===== config.mk =====
export PLATFORM = sky130hd
export DESIGN_NAME = mrm_fila_jogadas
export DESIGN_NICKNAME = d
export VERILOG_FILES = /design/src/rtl/mrm_fila_jogadas.sv
export SDC_FILE = /design/constraint.sdc
export NUM_CORES = 1
export LEC_CHECK = 0
export BUFFER_PORTS_ARGS = -buffer_cell sky130_fd_sc_hd__buf_2
export CELL_PAD_IN_SITES_DETAIL_PLACEMENT = 1
export CELL_PAD_IN_SITES_GLOBAL_PLACEMENT = 1
export CORE_ASPECT_RATIO = 1.5
export CORE_MARGIN = 5
export CORE_UTILIZATION = 50
export CTS_CLUSTER_SIZE = 10
export DETAILED_ROUTE_END_ITERATION = 7
export HOLD_SLACK_MARGIN = 0.1
export PLACE_DENSITY_LB_ADDON = 0.1
export SETUP_SLACK_MARGIN = 0.05
export SLEW_MARGIN = 20
export SYNTH_ARGS = -nofsm -noshare
export SYNTH_HDL_FRONTEND = slang
export SYNTH_SLANG_ARGS = --single-unit
export TNS_END_PERCENT = 100

===== constraint.sdc =====
create_clock -name clock -period 4.38 [get_ports clock]
set_input_delay 0.876 -clock clock [delete_from_list [all_inputs] [get_ports clock]]
set_output_delay 0.876 -clock clock [all_outputs]
set_load 0.005 [all_outputs]

===== src/rtl/mrm_fila_jogadas.sv =====
// mrm_fila_jogadas: move queue, press checker and score keeper for the MRM matrix game
// clock/reset_n : rising-edge clock, asynchronous active-low reset
// iniciar/seed  : start pulse (accepted in OCIOSO/FIM) and LFSR seed
// botoes        : synchronised button levels, one bit per button
// jogada_atual/prox_jogada/nivel_fila : queue head, second entry, fill level
// acertou/errou : one-cycle hit/miss pulses
// pontos/linhas_bloq/fim_jogo/pronto  : score, blocked lines, game over, playing
module mrm_fila_jogadas #(
  parameter int N = 4,
  parameter int DEPTH = 8,
  parameter int P = 6,
  parameter int BLOQ_MAX = 7,
  parameter int STREAK = 4
) (
  input  logic                    clock,
  input  logic                    reset_n,
  input  logic                    iniciar,
  input  logic [15:0]             seed,
  input  logic [N-1:0]            botoes,
  output logic [N-1:0]            jogada_atual,
  output logic [N-1:0]            prox_jogada,
  output logic [$clog2(DEPTH):0]  nivel_fila,
  output logic                    acertou,
  output logic                    errou,
  output logic [P-1:0]            pontos,
  output logic [2:0]              linhas_bloq,
  output logic                    fim_jogo,
  output logic                    pronto
);
  localparam int AW = $clog2(DEPTH);
  localparam int B = $clog2(N);
  localparam int SW = $clog2(STREAK + 1);
  localparam logic [AW:0] CHEIO = (AW+1)'(DEPTH);
  localparam logic [AW:0] QUASE = (AW+1)'(DEPTH - 1);
  localparam logic [B:0] NB = (B+1)'(N);
  localparam logic [2:0] BMAX = 3'(BLOQ_MAX);
  localparam logic [2:0] BPRE = 3'(BLOQ_MAX - 1);
  localparam logic [SW-1:0] SFIM = SW'(STREAK - 1);
  localparam logic [15:0] SEMENTE = 16'hACE1;
  typedef enum logic [1:0] {OCIOSO, ENCHENDO, JOGANDO, FIM} estado_t;
  estado_t estado;
  logic [15:0] lfsr, lfsr_nx;
  logic [N-1:0] mem [DEPTH];
  logic [AW-1:0] rd, wr;
  logic [AW:0] cnt;
  logic [N-1:0] botoes_d, mov;
  logic [SW-1:0] streak;
  logic [B-1:0] idx;
  logic aceita, press, pop, hit, push;
  always_comb begin
    lfsr_nx = {1'b0, lfsr[15:1]} ^ (lfsr[0] ? 16'hB400 : 16'h0000);
    // fold out-of-range indices back into 0..N-1 for non-power-of-two N
    idx = ({1'b0, lfsr[B-1:0]} >= NB) ? lfsr[B-1:0] - NB[B-1:0] : lfsr[B-1:0];
    mov = N'(1) << idx;
    jogada_atual = (cnt != '0) ? mem[rd] : '0;
    prox_jogada = (|cnt[AW:1]) ? mem[rd + 1'b1] : '0;
    nivel_fila = cnt;
    fim_jogo = estado == FIM;
    pronto = estado == JOGANDO;
    press = (|botoes) && !(|botoes_d);
    aceita = iniciar && (estado == OCIOSO || estado == FIM);
    pop = (estado == JOGANDO) && press && (cnt != '0);
    hit = pop && (botoes == jogada_atual);
    // the pop frees a slot first, so a full queue still refills on a press
    push = (estado == ENCHENDO || estado == JOGANDO) && (cnt != CHEIO || pop);
  end
  always_ff @(posedge clock)
    if (push) mem[wr] <= mov;
  always_ff @(posedge clock or negedge reset_n) begin
    if (!reset_n) begin
      estado <= OCIOSO;
      lfsr <= SEMENTE;
      rd <= '0;
      wr <= '0;
      cnt <= '0;
      botoes_d <= '0;
      streak <= '0;
      pontos <= '0;
      linhas_bloq <= '0;
      acertou <= 1'b0;
      errou <= 1'b0;
    end else begin
      botoes_d <= botoes;
      acertou <= hit;
      errou <= pop && !hit;
      lfsr <= aceita ? ((seed == 16'h0000) ? SEMENTE : seed) : lfsr_nx;
      if (aceita) begin
        estado <= ENCHENDO;
        rd <= '0;
        wr <= '0;
        cnt <= '0;
        streak <= '0;
        pontos <= '0;
        linhas_bloq <= '0;
      end else begin
        if (pop) rd <= rd + 1'b1;
        if (push) wr <= wr + 1'b1;
        cnt <= cnt + (AW+1)'(push) - (AW+1)'(pop);
        if (estado == ENCHENDO && cnt == QUASE) estado <= JOGANDO;
        if (hit) begin
          pontos <= (&pontos) ? pontos : pontos + 1'b1;
          streak <= (streak == SFIM) ? '0 : streak + 1'b1;
          if (streak == SFIM && linhas_bloq != 3'd0) linhas_bloq <= linhas_bloq - 1'b1;
        end else if (pop) begin
          streak <= '0;
          if (linhas_bloq != BMAX) linhas_bloq <= linhas_bloq + 1'b1;
          if (linhas_bloq >= BPRE) estado <= FIM;
        end
      end
    end
  end
endmodule


==> metrics.cfg <==
[sta]
hold_violations = 0
rsz0062_at_grt = no
fmax_mhz = 274
drv_slew = 0
worst_pin_slew_ns = 0.845
setup_viol = 0
min_period_over_period_pct = 83.2
hold-worst-slack_ns = 0.399
relSlewSlack_pct = 43.6
setup_tns_ns = 0
fin_skew_ns = 0.00477
fin_crit_ns = 3.64

[route]
post_drt_via_cell_ratio = 5.71
drt_iter0_drc = 163
firstDrtPassIters = 4
detail_route.wl_per_cell_um = 19.2
drt-total-wl_mm = 9.21
num_vias = 2735
final_antenna_net_count = 0
route.detailed.drc = 0

[logic_synthesis]
synth_nets = 365
seq_area_frac_synth_pct = 54.3
async_reset_ff_share_pct = 59.0
synth_cell_type_count = 47
synth-warning-count = 0
syn_area_per_cell_um2 = 12.0
postSynthCellCount = 326
synth_edf_count = 32
ys.flop_type = dfrtp_1
ys_seq_elements = 78
netlist_area_um2 = 3910

[cells_and_area]
antenna_cells = 0
fin_nets = 411
layout_commonest_cell = buf_2
areaGrowthSynthToFinish_pct = 15.3
drive_above_1_share_pct = 24.7
final_cell_mix = buf_2 (47), nand2_1 (44), dfrtp_1 (38)

[floorplanning]
die_h_um = 118
fp.dieW_um = 82.2
dieArea_um2 = 9720
core-area_um2 = 7610
num_rows = 39
initial_core_util_pct = 51.3
io_pins = 48

[global_route]
grt_pass1_wl_mm = 15.2
antenna_found_initial = 0
grt_max_degree = 38
overflow = 0
grt_pass1_vias = 3019
grt_usage_pct = 20.8

[cts]
ctsLongestPathBuffers = 2
cts-resized-gates = 0
tritoncts = done
numCtsBuffers = 9
clk_latency_ns = 0.33
cts.clk_slew.worst_paths_ns = 0.06
cts_setup_buffers = 0
cts-root-buf = clkbuf_16
ctsHoldBuffers = 0
htree_levels = 3
clkSinkCount = 78

[worst_setup_path]
cpMaxStageDelayCell = dfrtp_1
cpLargestDelayFamily = flip-flops
crit_buf_inv = 1
r2r-end = linhas_bloq[1]
rr_startpoint = rd[0]
start_kind = register
cp.required_ns = 3.50
startpoint = rd[0]
crit_chain = ha_1, mux4_2, mux2i_1, nor2_1, buf_2
worst_r2r_path_depth = 10
worstSetupPathType = register to primary output
crit_path_end_kind = primary output
path_max_fanout = 20
crit_arrival_ns = 2.77
cpPeakStageDelay_ns = 0.89
rrSetupSlack_ns = 0.88

[power]
ir_worst_vdd_mv = 0.387
power_per_cell_area_nw_per_um2 = 634
leakagePower_nw = 1.93

[job]
maxCapViolCount = 0

[placed_design]
port-buffer-count = 47
gp_congestion = 0.759
hpwl_mm = 6.85

[hold_path]
hold_class = input port to async pin

[status]
outcome = complete, no violations

worst register-to-register path, delay by kind of cell (launching register included):
| family | cells | cell delay [ns] |
|---|---|---|
| buf+inv | 1 | 0.15 |
| simple gates | 4 | 0.71 |
| compound gates | 2 | 0.28 |
| flops | 1 | 0.89 |
| mux | 2 | 0.95 |
| fa+ha+maj | 1 | 0.42 |
area by class of cell:
cell class,count,area (µm²)
repair buffers,50,258
clock inverters,7,65.1
flip-flops and latches,78,2120
well taps,102,128
inverters,10,37.5
multi-input cells,223,1670
fillers,820,3110
clock buffers,9,225
cell families after synthesis:
group | after synthesis | synth area share, %
adder cells (fa/ha/maj) | 16 | 5.51
AO/OA/AOI/OAI | 47 | 8.26
multiplexers | 27 | 11.4
AND/OR/NAND/NOR | 125 | 15.8
flip-flops | 78 | 54.3
buffers and inverters | 25 | 2.95
XOR/XNOR | 8 | 1.79
cells in the mapped netlist, drive strengths merged (6+ instances only):
cell type  number  area share, %
nor2           26            2.5
or3             7            1.1
and2            7            1.1
ha             14            4.5
o22a            6            1.3
o21ai          10            1.3
mux2i          12            3.1
inv            10           0.96
clkbuf          9           0.86
edfxtp         32             25
nor2b           6           0.96
nand2          44            4.2
dfrtp          38             24
buf             6            1.1
a21oi          15            1.9
nand3           7            1.0
mux4           14            8.1
dfstp           8            5.4
through the flow:
step	power [mW]	cells	util (%)	worst slack, ns	area, µm²
finish	2.86	479	59.2	0.735	4510
global route	3.06	479	59.2	0.545	4510
CTS	2.90	479	59.2	0.674	4510
detailed placement	2.16	463	55.4	0.901	4220
global placement	2.09	463	55.4	1.04	4220
floorplan	1.81	326	-	1.30	3910
registers in the layout, indices dropped and copies added (netlist names), 3 cells and up:
signal / count
rd: 3
streak: 3
pontos: 6
nivel_fila: 4
lfsr: 16
wr: 3
mem: 32
linhas_bloq: 3
botoes_d: 4
power breakdown:
part           internal [mW]  leakage [nW]  total [mW]  switching (mW)
clock network          0.437         0.143       0.723           0.286
logic                  0.396         0.920       0.937           0.541
registers               1.06         0.868        1.20           0.139
how the worst max path moves through the flow:
stage / slack (ns) / to / depth (start not counted)
after floorplan: 1.30 / nivel_fila[1] / 9
final: 0.74 / prox_jogada[3] / 5
after CTS: 0.67 / prox_jogada[3] / 5
after detailed placement: 0.90 / linhas_bloq[1] / 10
after global routing: 0.55 / prox_jogada[1] / 5
after global placement: 1.04 / linhas_bloq[1] / 10
routing by layer:
metal	routed length, µm	GRT usage (%)
met5	0	0
met4	206	8.73
met2	4990	35.3
met3	225	3.50
met1	3790	25.6
Power figures use the tool's default switching activity.
